--- src/rtl/div_feeder_pkg.sv ---
// div_feeder_pkg: shared operand-pair type and width helper for the divider operand feeder.
package div_feeder_pkg;
  localparam int DEF_WIDTH = 8;
  typedef struct packed {
    logic [DEF_WIDTH-1:0] dividend;
    logic [DEF_WIDTH-1:0] divisor;
  } operand_pair_t;
  function automatic int cnt_w(input int n);
    return $clog2(n + 1);
  endfunction
endpackage

--- src/rtl/operand_fifo.sv ---
// operand_fifo: DEPTH-entry registered FIFO of packed operand pairs; caller gates push/pop.
module operand_fifo
  import div_feeder_pkg::*;
#(
  parameter int W     = 2 * DEF_WIDTH,
  parameter int DEPTH = 4
) (
  input  logic                       clk,
  input  logic                       rst,
  input  logic                       push_i,
  input  logic                       pop_i,
  input  logic [W-1:0]               wdata_i,
  output logic [W-1:0]               rdata_o,
  output logic [cnt_w(DEPTH)-1:0]    count_o,
  output logic                       full_o,
  output logic                       empty_o
);
  localparam int PW = $clog2(DEPTH);
  localparam int CW = cnt_w(DEPTH);
  logic [W-1:0]  mem_q [DEPTH];
  logic [PW-1:0] wr_q, rd_q;
  logic [CW-1:0] count_q;
  always_ff @(posedge clk)
    if (push_i) mem_q[wr_q] <= wdata_i;
  // power-of-two depth lets the pointers wrap for free
  always_ff @(posedge clk or posedge rst)
    if (rst) begin
      wr_q    <= '0;
      rd_q    <= '0;
      count_q <= '0;
    end else begin
      wr_q    <= wr_q + PW'(push_i);
      rd_q    <= rd_q + PW'(pop_i);
      count_q <= count_q + CW'(push_i) - CW'(pop_i);
    end
  assign rdata_o = mem_q[rd_q];
  assign count_o = count_q;
  assign full_o  = count_q == CW'(DEPTH);
  assign empty_o = count_q == '0;
endmodule

--- src/rtl/division_operand_feeder.sv ---
// division_operand_feeder: buffers (dividend, divisor) pairs and issues them on independent
// lhs/rhs handshakes, throttled by outstanding results and optionally dropping divide-by-zero.
module division_operand_feeder
  import div_feeder_pkg::*;
#(
  parameter int WIDTH           = DEF_WIDTH,
  parameter int DEPTH           = 4,
  parameter int MAX_OUTSTANDING = 2,
  parameter int DROP_DIV0       = 1
) (
  input  logic                             clk,
  input  logic                             rst,
  input  logic [WIDTH-1:0]                 in_dividend,
  input  logic [WIDTH-1:0]                 in_divisor,
  input  logic                             in_vld,
  output logic                             in_rdy,
  output logic [WIDTH-1:0]                 lhs,
  output logic                             lhs_vld,
  input  logic                             lhs_rdy,
  output logic [WIDTH-1:0]                 rhs,
  output logic                             rhs_vld,
  input  logic                             rhs_rdy,
  input  logic                             res_fire,
  output logic                             div0_err,
  output logic [cnt_w(MAX_OUTSTANDING)-1:0] outstanding,
  output logic [cnt_w(DEPTH)-1:0]          fifo_count
);
  localparam int OW = cnt_w(MAX_OUTSTANDING);
  logic [2*WIDTH-1:0] head;
  logic               empty, full, push, pop, is_div0, committed, drop, issue_ok;
  logic               lhs_fire, rhs_fire, done, dec;
  logic               lhs_sent_q, lhs_sent_d, rhs_sent_q, rhs_sent_d;
  logic [OW-1:0]      outst_q, outst_d;
  operand_fifo #(.W(2 * WIDTH), .DEPTH(DEPTH)) u_fifo (
    .clk     (clk),
    .rst     (rst),
    .push_i  (push),
    .pop_i   (pop),
    .wdata_i ({in_dividend, in_divisor}),
    .rdata_o (head),
    .count_o (fifo_count),
    .full_o  (full),
    .empty_o (empty)
  );
  assign in_rdy    = !full;
  assign push      = in_vld && in_rdy;
  assign lhs       = head[2*WIDTH-1:WIDTH];
  assign rhs       = head[WIDTH-1:0];
  assign is_div0   = (DROP_DIV0 != 0) && (rhs == '0);
  assign committed = lhs_sent_q || rhs_sent_q;
  assign drop      = !empty && is_div0 && !committed;
  // a half-accepted pair is never re-gated; it already passed the limit check
  assign issue_ok  = !empty && (committed || (outst_q < OW'(MAX_OUTSTANDING) && !is_div0));
  assign lhs_vld   = issue_ok && !lhs_sent_q;
  assign rhs_vld   = issue_ok && !rhs_sent_q;
  assign lhs_fire  = lhs_vld && lhs_rdy;
  assign rhs_fire  = rhs_vld && rhs_rdy;
  assign done      = (lhs_sent_q || lhs_fire) && (rhs_sent_q || rhs_fire);
  assign pop       = done || drop;
  assign div0_err  = drop;
  assign dec       = res_fire && outst_q != '0;
  assign outstanding = outst_q;
  always_comb begin
    lhs_sent_d = done ? 1'b0 : lhs_sent_q || lhs_fire;
    rhs_sent_d = done ? 1'b0 : rhs_sent_q || rhs_fire;
    outst_d    = outst_q + OW'(done) - OW'(dec);
  end
  always_ff @(posedge clk or posedge rst)
    if (rst) begin
      lhs_sent_q <= 1'b0;
      rhs_sent_q <= 1'b0;
      outst_q    <= '0;
    end else begin
      lhs_sent_q <= lhs_sent_d;
      rhs_sent_q <= rhs_sent_d;
      outst_q    <= outst_d;
    end
endmodule

--- config.mk ---
export PLATFORM = sky130hd
export DESIGN_NAME = division_operand_feeder
export DESIGN_NICKNAME = d
export VERILOG_FILES = /design/src/rtl/div_feeder_pkg.sv /design/src/rtl/operand_fifo.sv /design/src/rtl/division_operand_feeder.sv
export SDC_FILE = /design/constraint.sdc
export NUM_CORES = 1
export LEC_CHECK = 0
export CAP_MARGIN = 20
export CORE_AREA = 8 8 96 98
export DETAILED_ROUTE_END_ITERATION = 6
export DIE_AREA = 0 0 104 106
export GPL_ROUTABILITY_DRIVEN = 1
export SYNTH_ARGS = -nofsm -noshare
export SYNTH_HDL_FRONTEND = slang
export SYNTH_SLANG_ARGS = --single-unit
export TNS_END_PERCENT = 1
--- constraint.sdc ---
create_clock -name clk -period 7.31 [get_ports clk]
set_input_delay 0.731 -clock clk [delete_from_list [all_inputs] [get_ports clk]]
set_output_delay 0.731 -clock clk [all_outputs]
set_load 0.03 [all_outputs]
# Word level (Yosys, flattened, before mapping)
# Memories as Yosys holds them, arrays and structs flattened.
# Index checks and enable logic that the tools add are counted.
# W data, S select, Z words.
op_classes:
  n_addsub: 6
  n_lt_le_gt_ge: 1
  n_eq_ne: 1
  mux: 4
  n_reduce_logical: 25
ops:
  columns: ["operator", "count"]
  rows:
  - ["$logic_and A1 B1 Y1", 11]
  - ["$logic_not A8 Y1", 1]
  - ["$add A2 B1 Y2", 3]
  - ["$logic_not A1 Y1", 6]
  - ["$logic_or A1 B1 Y1", 5]
  - ["$mux W1", 4]
  - ["$add A3 B1 Y3", 1]
  - ["$eq A3 B3 Y1 const B", 1]
  - ["$logic_not A3 Y1", 1]
  - ["$sub A3 B1 Y3", 1]
  - ["$lt A2 B2 Y1 const B", 1]
  - ["$reduce_bool A2 Y1", 1]
  - ["$sub A2 B1 Y2", 1]
word_totals:
  regBits: 11
  ram_bits: 64
  input_bits: 22
  wordCells: 44
  n_memories: 1
mem_list:
  columns: ["name", "words", "width", "rd", "rd_ports_with_merged_regs", "wr", "line_no", "text"]
  rows:
  - ["u_fifo.mem_q", 4, 16, 1, 0, 1, "operand_fifo.sv:20", "logic [W-1:0] mem_q [DEPTH];"]

# Depth between registers and ports, before layout
# Gate-level depths: netlist of the first run.
# An unclocked memory read counts as a cell.
logic_depth:
  ltp_word: 12
  ltp_mapped: 14
  mapped_depth_nobuf: 12

# By module
# A second synthesis of the first run with hierarchy kept.
hier_totals:
  cells_unflattened: 146
  area_unflattened_um2: 3022.9
by_module_without_submodules:
  columns: ["module", "instances", "cells_each", "area_per_inst_um2", "seq_area_each_um2"]
  rows:
  - ["operand_fifo", 1, 110, 2693.8, 2097.0]
  - ["division_operand_feeder", 1, 36, 329.1, 100.1]

# Worst setup path before layout of the first run
# No wires, ideal clock.
synth_path:
  path_type: "register -> register"
  from: "register u_fifo.rd_q[0]"
  to: "register u_fifo.count_q[2], in the netlist u_fifo.count_o[2]"
  arrival_time_ns: 2.974
  required_time_ns: 7.173
  slack_ns: 4.199
  stages_incl_launch_ff: 14
  path_buffers: 1
  synth_period_minus_slack_ns: 3.111
  cell_sequence: "dfrtp_1 > buf_6 > mux4_1 > nor4_2 > o2111ai_2 > o21a_1 > nor2_1 > ha_1 > inv_1 > ha_1 > inv_1 > fa_1 > xnor2_1 > xnor2_1"
synth_via:
  elab_chain_len: 12
  elab_cells_between_ends: 17
  cone_classes: "add/sub (1); reduce/logical (15); memory (1)"
synth_rtl:
  columns: ["item", "line_no", "text"]
  rows:
  - ["start: declaration", "operand_fifo.sv:21", "logic [PW-1:0] wr_q, rd_q;"]
  - ["start signal: assignment", "operand_fifo.sv:33", "rd_q <= rd_q + PW'(pop_i);"]
  - ["$mem_v2 Z4 W16 (*)", null, null]
  - ["named net rhs[4]", "division_operand_feeder.sv:20", "output logic [WIDTH-1:0] rhs,"]
  - ["$logic_not A8 Y1 (*)", "division_operand_feeder.sv:49", "assign is_div0 = (DROP_DIV0 != 0) && (rhs == '0);"]
  - ["$logic_not A1 Y1", "division_operand_feeder.sv:53", "assign issue_ok = !empty && (committed || (outst_q < OW'(MAX_OUTSTANDING) && !is_div0));"]
  - ["$logic_and A1 B1 Y1", "division_operand_feeder.sv:53", null]
  - ["$logic_or A1 B1 Y1", "division_operand_feeder.sv:53", null]
  - ["$logic_and A1 B1 Y1", "division_operand_feeder.sv:53", null]
  - ["$logic_and A1 B1 Y1, on equally long branches", "division_operand_feeder.sv:54, division_operand_feeder.sv:55", null]
  - ["$logic_and A1 B1 Y1, on equally long branches", "division_operand_feeder.sv:56, division_operand_feeder.sv:57", null]
  - ["$logic_or A1 B1 Y1", "division_operand_feeder.sv:58", "assign done = (lhs_sent_q || lhs_fire) && (rhs_sent_q || rhs_fire);"]
  - ["$logic_and A1 B1 Y1", "division_operand_feeder.sv:58", null]
  - ["$logic_or A1 B1 Y1 (*)", "division_operand_feeder.sv:59", "assign pop = done || drop;"]
  - ["$sub A3 B1 Y3 (*)", "operand_fifo.sv:34", "count_q <= count_q + CW'(push_i) - CW'(pop_i);"]
  - ["end signal: assignment", "operand_fifo.sv:34", null]
  - ["end: declaration", "operand_fifo.sv:22", "logic [CW-1:0] count_q;"]
# The timed path passes the listed nets; every way through them passes the cells marked *.

# Worst setup path in the final report of the first run
layout_path:
  from: "register u_fifo.rd_q[1]"
  to: "output div0_err"
layout_via:
  elab_chain_len: 4
layout_rtl:
  columns: ["item", "line_no", "text"]
  rows:
  - ["$mem_v2 Z4 W16", null, null]
  - ["$logic_not A8 Y1", "division_operand_feeder.sv:49", null]
  - ["$logic_and A1 B1 Y1 (2 in a row)", "division_operand_feeder.sv:51", "assign drop = !empty && is_div0 && !committed;"]
  - ["end: declaration", "division_operand_feeder.sv:24", "output logic div0_err,"]
# No other way between the ends.

==> results of run 1 <==
layout by cell type (no fill, tap or decap), types with 2 or more instances in the layout:
cell / count
sky130_fd_sc_hd__clkinv_4: 2
sky130_fd_sc_hd__nor2b_1: 2
sky130_fd_sc_hd__a31o_1: 2
sky130_fd_sc_hd__buf_4: 3
sky130_fd_sc_hd__xor2_1: 2
sky130_fd_sc_hd__a21oi_1: 2
sky130_fd_sc_hd__mux4_1: 4
sky130_fd_sc_hd__inv_1: 10
sky130_fd_sc_hd__clkdlybuf4s50_1: 46
sky130_fd_sc_hd__mux4_2: 11
sky130_fd_sc_hd__nand2_1: 5
sky130_fd_sc_hd__a21boi_0: 2
sky130_fd_sc_hd__o21a_1: 2
sky130_fd_sc_hd__edfxtp_1: 64
sky130_fd_sc_hd__a211oi_1: 2
sky130_fd_sc_hd__bufinv_16: 3
sky130_fd_sc_hd__nor2_1: 7
sky130_fd_sc_hd__ha_1: 6
sky130_fd_sc_hd__xnor2_1: 4
sky130_fd_sc_hd__dfrtp_1: 11
sky130_fd_sc_hd__clkbuf_8: 9
where the power goes:
part	switching, mW	total, mW	internal, mW	leakage [nW]
clock network	0.152	0.381	0.229	0.120
logic	0.382	0.707	0.325	0.525
registers	0.0807	0.657	0.576	0.717
total	0.614	1.74	1.13	1.36
critical path, delay by kind of cell (launching register included):
family | cells | cell delay (ns)
flops | 1 | 0.87
mux | 1 | 0.44
buf+inv | 1 | 0.66
compound gates | 1 | 0.23
simple gates | 2 | 0.59
per-layer routing:
metal | global-route usage [%] | part of all wire [%] | vias to the layer above
met5 | 0 | 0 | -
met4 | 6.83 | 1.7 | 0
met3 | 2.42 | 3.7 | 7
met2 | 17.9 | 52 | 27
met1 | 10.9 | 42 | 753
li1 | - | - | 708
through the flow:
step	setup slack (ns)	std cells	instance area (µm²)
6_report	3.45	319	3850
5_1_grt	3.25	319	3850
4_1_cts	2.98	318	3830
3_5_place_dp	3.35	302	3590
3_3_place_gp	3.45	302	3590
2_1_floorplan	4.20	152	2990
cells by family (layout without fill, tap and decap cells):
| family | count (synthesis) | in the layout |
|---|---|---|
| XOR/XNOR | 6 | 6 |
| multiplexers | 17 | 17 |
| adder cells (fa/ha/maj) | 7 | 7 |
| AND/OR/NAND/NOR | 22 | 22 |
| buffers and inverters | 14 | 76 |
| AO/OA/AOI/OAI | 11 | 11 |
| flip-flops | 75 | 75 |
flip-flops by register name, indices dropped and copies added, names as in the netlist:
signal          count
u_fifo.mem_q       64
u_fifo.count_o      3
outstanding         2
u_fifo.rd_q         2
u_fifo.wr_q         2
lhs_sent_q          1
rhs_sent_q          1
final cells by class:
type / instances / share of cell area (%)
inverter: 10 / 0.975
sequential: 75 / 57.1
tap: 105 / 3.41
timing repair buffer: 50 / 12.9
clock buffer: 9 / 3.22
clock inverter: 7 / 3.22
multi-input combinational: 63 / 19.1
worst max path at each step:
stage                         startpoint                end  slack, ns  cells past startpoint
after CTS                 u_fifo.rd_q[0]           div0_err       2.98                      5
after floorplan           u_fifo.rd_q[0]  u_fifo.count_o[2]       4.20                     13
after global routing      u_fifo.rd_q[1]           div0_err       3.25                      5
after detailed placement  u_fifo.rd_q[0]           div0_err       3.35                      5
final                     u_fifo.rd_q[1]           div0_err       3.45                      5
after global placement    u_fifo.rd_q[0]           div0_err       3.45                      5
==> impl_summary.md, run 1 <==
Status
The flow ran to the end, and the final reports show no timing, DRC or antenna violations.

Routing
The routed via count is between 1000 and 1500. The number of nets still failing antenna checks after routing is 0. The detailed-routing iteration count for the pre-antenna-repair pass is 4. The final layout contains routed wiring with a total length of around 5.4 mm.

The initial detailed-routing violation count is about 40. The wire length per cell is approximately 17 µm. The ratio of routed vias to standard cells is 4.69. After detailed routing, the number of remaining DRC violations is 0.

Power and ir drop
The worst-case vdd ir drop is roughly 140 µV. The overall power is between 1.5 and 2 mW. Power spread over the standard cell area amounts to about 450 nW/µm². The leakage power total is around 1.4 nW.

Die
The area of the core is about 7800 µm². between 40 and 50 I/O pins were placed. Once the floorplan was initialized, standard cells occupied a little under two fifths of the core.

The vertical extent of the die is 106 µm. The die is approximately 100 µm wide. The standard-cell row count is 33. The floorplan step defined a die boundary enclosing 11000 µm².

Cells and area
The filler cell count is roughly 670. At the end of the flow, the number of nets in the layout was around 240. The combined flip-flop and latch cell area is about 2200 µm².

Relative to the synthesized area, the layout overhead comes to 28.8%. In the final layout, the multi-input gates occupy 737 µm². The utilization after layout is between 40% and 50%.

The fraction of final layout cells sized beyond drive strength 1 is 16.8%. The number of antenna cells inserted is 0.

Job
The tool flagged a number of max-cap violations equal to 0.

Global routing
The pin count of the biggest net entering global routing is 21. The number of global-route vias before repair is 1663. In the global route stage, overall resource usage came out at between 10% and 20%. The initial antenna violation count is 0. The first-pass GRT wire length is between 8 and 9 mm.

Summed over all layers, the global routing overflow is 0.

STA
The total negative setup slack is 0 ns. The clock arrives with ~0.0088 ns of skew. Setup repair after global routing left no endpoint under its margin.

The worst path uses a little over half of the clock period. The number of pins exceeding their max-slew limit in the final report is 0. The count of final hold-check violations is 0. Based on the critical path, the design can be clocked at up to 259 MHz. The worst-case hold slack is roughly 0.54 ns. The worst-case headroom to the max-slew limit is a little over two fifths.

The shortest period the worst path allows is roughly 3.9 ns. Setup violations remaining at the end of the flow were counted as 0. The worst-margin pin slew is about 0.85 ns.

Logic synthesis
The most frequent cell after synthesis is sky130_fd_sc_hd__edfxtp_1. The portion of netlist area occupied by mux cells is about an eighth. Synthesis produced between 150 and 200 cells. Sorting the synthesized cells by area gives the leading types as sky130_fd_sc_hd__edfxtp_1 (64%), sky130_fd_sc_hd__dfrtp_1 (9.2%), sky130_fd_sc_hd__mux4_2 (8.3%), sky130_fd_sc_hd__mux4_1 (3.5%), sky130_fd_sc_hd__ha_1 (2.5%). Of the total synthesized cell area, the portion taken by AND, OR, NAND and NOR gates is ~3.9%. The synthesized netlist net count is around 180. Sequential elements use 73.5% of the synthesized area. The complex-gate fraction of the synthesized area is 2.93%. Synthesis instantiated 32 different standard cells from the library.

The biggest area consumer among synthesized cells is sky130_fd_sc_hd__edfxtp_1. For this run, the leading register cell type out of synthesis is sky130_fd_sc_hd__edfxtp_1. The adder-cell area share of the yosys netlist is 3.18%. The commonest cells after synthesis are sky130_fd_sc_hd__edfxtp_1 (64), sky130_fd_sc_hd__dfrtp_1 (11), sky130_fd_sc_hd__mux4_2 (11), sky130_fd_sc_hd__inv_1 (10), sky130_fd_sc_hd__nor2_1 (7). The average footprint of a synthesized cell is 19.7 µm². After synthesis, the largest area contributor takes up about 64% of total cell area. The number of synthesized register bits is 75. For this run, asynchronously set or reset flops after synthesis account for approximately 15%. The post-synth design cell area is approximately 3000 µm². By area, the combinational part of the netlist is dominated by multiplexers. The post-synthesis xor/xnor area fraction is ~1.8%.

The number of enable flip-flop cells after synthesis is between 60 and 70. The yosys synthesis warning count is 0.

Hold path
For hold timing, the worst endpoint is outstanding[0]. The worst hold path begins at outstanding[0]. Counting instances, the worst hold path has a depth of 1. The class of the tightest hold or removal check is flip-flop to flip-flop.

CTS
The TritonCTS clock tree is built. CTS placed an instance of sky130_fd_sc_hd__clkbuf_8 at the clock tree root. The clock reaches the later pin of the worst-skew pair after between 0.3 and 0.4 ns. The clock drives between 70 and 80 sinks. The number of CTS-inserted buffers is 9. The hold buffer count at CTS is 0. Counting along the longest clock path gives a buffer depth of 2. The clock transition at the register clock pins on the worst setup and hold paths after CTS is 0.08 ns. Once the clock tree was built, the setup fixing pass inserted 0 buffers. CTS built an H-tree with a depth of 3.

After clock tree synthesis, the repair step resized 0 gates.

Worst setup path
The largest fanout of any net on the critical path is 20. The required time at the endpoint of the critical path is around 6.6 ns. The minimum setup slack among reg-to-reg paths is 3.90 ns. The number of cells on the worst reg-to-reg path is 12. The biggest cell delay along the critical path is between 0.8 and 0.9 ns. The start of the worst register-to-register path is u_fifo.rd_q[1]. Walking the worst path, the cells encountered are mux4_2 > nor4_2 > o2111ai_2 > and2b_1 > clkdlybuf4s50_1. The worst reg2reg path endpoint is u_fifo.count_o[2]. The kind of capture point of the worst setup path is an output pin. The slowest library cell on the worst path is sky130_fd_sc_hd__dfrtp_1. The worst setup path is launched from a flip-flop.

Data arrives at the worst endpoint at about 3.1 ns. By startpoint and endpoint, the worst setup path is classified as flip-flop to output pin.

Placement
Routability-driven placement finished with a final weighted congestion of roughly 0.76. The count of input and output buffers is 46. The detailed placer's ending HPWL is 3.61 mm.
(Power assumes the default switching activity.)
==> run 2, diff against run 1 <==
==> constraint.sdc (replaced) <==
create_clock -name clk -period 3.2 [get_ports clk]
set_input_delay 0.32 -clock clk [delete_from_list [all_inputs] [get_ports clk]]
set_output_delay 0.32 -clock clk [all_outputs]
set_load 0.03 [all_outputs]
==> run 2 against run 1 <==
Compared with the run above:
- cell count grew 3.1%
- non-clock buffer count grew 10
- clock power grew 150%
- register-to-register slack lost 3.7 ns
- cell area grew 3.2%
- utilization grew 1.6 points
- global-route usage grew 0.26 points
- hold slack lost 0.26 ns
==> impl_summary.md, run 2 (synthesized netlist as in run 1, its figures left out) <==
Routing
The remaining design rule violation count came to 0 (unchanged). The number of nets still failing antenna checks after routing is 0 (unchanged). The highest layer used for signal routing is met4 (unchanged).

The ratio of routed vias to standard cells is 4.77 (was 4.69). The sum of met2 wire segment lengths after detailed routing was 2.70 mm (was 2.82 mm). The routed via count is 1570 (was 1495). The wire length per cell came to 16.9 µm (about the same).

The initial detailed-routing violation count was 54 (was 41). The detailed-routing iteration count for the pre-antenna-repair pass is 4 (unchanged). The routed length on met1 is 2.52 mm (was 2.27 mm). The aggregate routed wire length was 5.57 mm (was 5.38 mm). The routed wire length on met3 is 229 µm (was 199 µm).

Die
The vertical extent of the die is 106 µm (unchanged). The number of I/O pins is 47 (unchanged). The die boundary width came to 104 µm (unchanged).

The die area is 11000 µm² (unchanged). The initial core utilization came to 38.1% (unchanged). The area of the core is 7850 µm² (unchanged). The standard-cell row count is 33 (unchanged).

Power and ir drop
The worst-case vdd ir drop is 369 µV (was 144 µV). The overall power came to 4.18 mW (was 1.74 mW). The power density relative to cell area is 1050 nW/µm² (was 453 nW/µm²). The leakage power total is 1.43 nW (was 1.36 nW).

Placement
The last weighted congestion value of the routability-driven placer is 0.722 (was 0.760). The detailed placer's ending HPWL is 3.87 mm (was 3.61 mm). The count of input and output buffers is 46 (unchanged). The total placed cells including tap cells is 309 (was 302).

Global routing
The number of global-route vias before repair is 1656 (was 1663). The total global routing overflow is 0 (unchanged). The initial antenna violation count is 0 (unchanged).

The combined global-route utilization of all metal layers is 10.5% (was 10.2%). The first-pass GRT wire length came to 9.00 mm (was 8.52 mm). The pin count of the biggest net entering global routing is 17 (was 21).

STA
The number of pins exceeding their max-slew limit in the final report is 0 (unchanged). Counting I/O delays and the setup requirement, the final critical path takes ~3.0 ns. The maximum frequency from static timing analysis is ~330 MHz. The worst-margin pin slew came to 0.437 ns (was 0.852 ns).

The worst-case headroom to the max-slew limit was 70.9% (was 43.2%). The count of final hold-check violations is 0 (unchanged). The share of the clock period used by the worst path is 93.4%. The total negative setup slack is 0 ns (unchanged).

The number of setup violations in the final report is 0 (unchanged). The worst clock skew on the final layout came to 0.00911 ns (was 0.00879 ns).

Cells and area
The area growth from synthesis to layout is 33.0% (was 28.8%). The register bank with the most flops is u_fifo.mem_q (unchanged). The most common cell after layout, fill and taps aside is sky130_fd_sc_hd__edfxtp_1 (unchanged). The number of standard cells in the final layout excluding fillers is 329 (was 319). The final net count is 248 (was 238). The combined flip-flop and latch cell area is 2200 µm² (about the same). The filler cell count came to 664 (was 674). Commonest cells after routing, fill and taps aside: sky130_fd_sc_hd__edfxtp_1 (64), sky130_fd_sc_hd__clkdlybuf4s50_1 (43), sky130_fd_sc_hd__buf_4 (13), sky130_fd_sc_hd__mux4_2 (11) (was sky130_fd_sc_hd__edfxtp_1 (64), sky130_fd_sc_hd__clkdlybuf4s50_1 (46), sky130_fd_sc_hd__mux4_2 (11), sky130_fd_sc_hd__dfrtp_1 (11), sky130_fd_sc_hd__inv_1 (10)). The area of the multi-input gates is 751 µm² (was 737 µm²). The fraction of final layout cells sized beyond drive strength 1 is 21.9% (was 16.8%). The number of antenna cells inserted came to 0 (unchanged). The number of flip-flops under the largest register name is 64 (unchanged).

Worst setup path
The arrival time of data at the critical path endpoint came to 3.25 ns (was 3.12 ns). The largest fanout of any net on the critical path was 5 (was 20). The kind of capture point of the worst setup path is a flip-flop (was output pin). The sort of element at the start of the critical path is a flip-flop (unchanged). The critical path class is flip-flop to flip-flop (was flip-flop to output pin).

The required time at the endpoint of the critical path is 3.47 ns (was 6.58 ns).

CTS
The TritonCTS clock tree is built (unchanged). The TritonCTS sink count is 75 (unchanged). The cell chosen for the clock root was sky130_fd_sc_hd__clkbuf_8 (unchanged).

The clock transition at the register clock pins on the worst setup and hold paths after CTS came to 0.08 ns (about the same). The clock latency on the worst-skew pair is 0.34 ns (was 0.33 ns). The H-tree level count came to 3 (unchanged).

The maximum buffer depth of the clock tree is 2 (unchanged). The number of CTS-inserted buffers is 9 (unchanged).

Hold path
The class of the tightest hold or removal check is input pin to asynchronous set/reset pin (was flip-flop to flip-flop).

Job
The count of maximum capacitance violations came to 0 (unchanged).

Status
Outcome: finished, final reports clean (unchanged).
-- run 2: changes by cell type in the layout (fill, tap and decap cells not counted), moves of 2 or more --
cell,before,now
sky130_fd_sc_hd__dlygate4sd2_1,0,2
sky130_fd_sc_hd__clkdlybuf4s50_1,46,43
sky130_fd_sc_hd__clkinv_4,2,0
sky130_fd_sc_hd__buf_4,3,13
-- run 2: worst paths after layout --
| check | slack, ns | depth (start not counted) | from | end |
|---|---|---|---|---|
| min in group clk | 0.57 | 1 | outstanding[0] | outstanding[0] |
| max | 0.21 | 13 | u_fifo.rd_q[0] | u_fifo.count_o[2] |
| max reg2reg | 0.21 | 13 | u_fifo.rd_q[0] | u_fifo.count_o[2] |
| min | 0.28 | 2 | rst | outstanding[0] |
| max in group asynchronous | 2.59 | 2 | rst | u_fifo.rd_q[0] |
| min reg2reg | 0.57 | 1 | outstanding[0] | outstanding[0] |
-- run 2: area by class of cell --
class                           count  share of cell area, %
Multi-Input combinational cell     63                   18.9
Tap cell                          105                   3.31
Clock buffer                       10                   3.21
Inverter                           10                  0.945
Clock inverter                      6                   3.43
Timing Repair Buffer               60                   14.9
Sequential cell                    75                   55.3
-- run 2: critical path, stage by stage, from the launching register on --
cell and delay (ns):
sky130_fd_sc_hd__dfrtp_2 0.42, sky130_fd_sc_hd__buf_12 0.13, sky130_fd_sc_hd__mux4_2 0.53, sky130_fd_sc_hd__nor4_4 0.31
sky130_fd_sc_hd__o2111ai_2 0.15, sky130_fd_sc_hd__o21a_1 0.14, sky130_fd_sc_hd__nor2_2 0.12, sky130_fd_sc_hd__ha_1 0.23
sky130_fd_sc_hd__inv_1 0.06, sky130_fd_sc_hd__ha_1 0.13, sky130_fd_sc_hd__inv_1 0.05, sky130_fd_sc_hd__fa_2 0.33
sky130_fd_sc_hd__xnor2_1 0.19, sky130_fd_sc_hd__xnor2_1 0.13
-- run 2: report_power, final --
part / internal (mW) / switching (mW)
registers: 1.32 / 0.138
logic: 0.823 / 0.958
clock network: 0.600 / 0.341
total: 2.74 / 1.44
-- run 2: routing by layer --
metal | global-route usage, % | vias up
met1 | 12.3 | 798
met2 | 17.3 | 30
met4 | 6.20 | 0
li1 | - | 733
met3 | 2.60 | 9
met5 | 0 | -
-- run 2: what timing repair did --
action,in CTS,in global routing
hold endpoints to repair,0,0
gates cloned,0,1
resized for setup,2,4
hold buffers,0,0
pin swaps,0,6
setup endpoints to repair,2,1
setup buffers,0,3
-- run 2: per-stage QoR --
stage | util (%) | area (µm²) | hold WS, ns | setup slack (ns)
global route | 50.6 | 3970 | 0.306 | -0.00845
floorplan | - | 2990 | 0.172 | 0.0890
global placement | 46.5 | 3650 | 0.538 | 0.152
finish | 50.6 | 3970 | 0.276 | 0.213
CTS | 49.8 | 3910 | 0.281 | 0.0761
detailed placement | 46.5 | 3650 | 0.555 | 0.0890
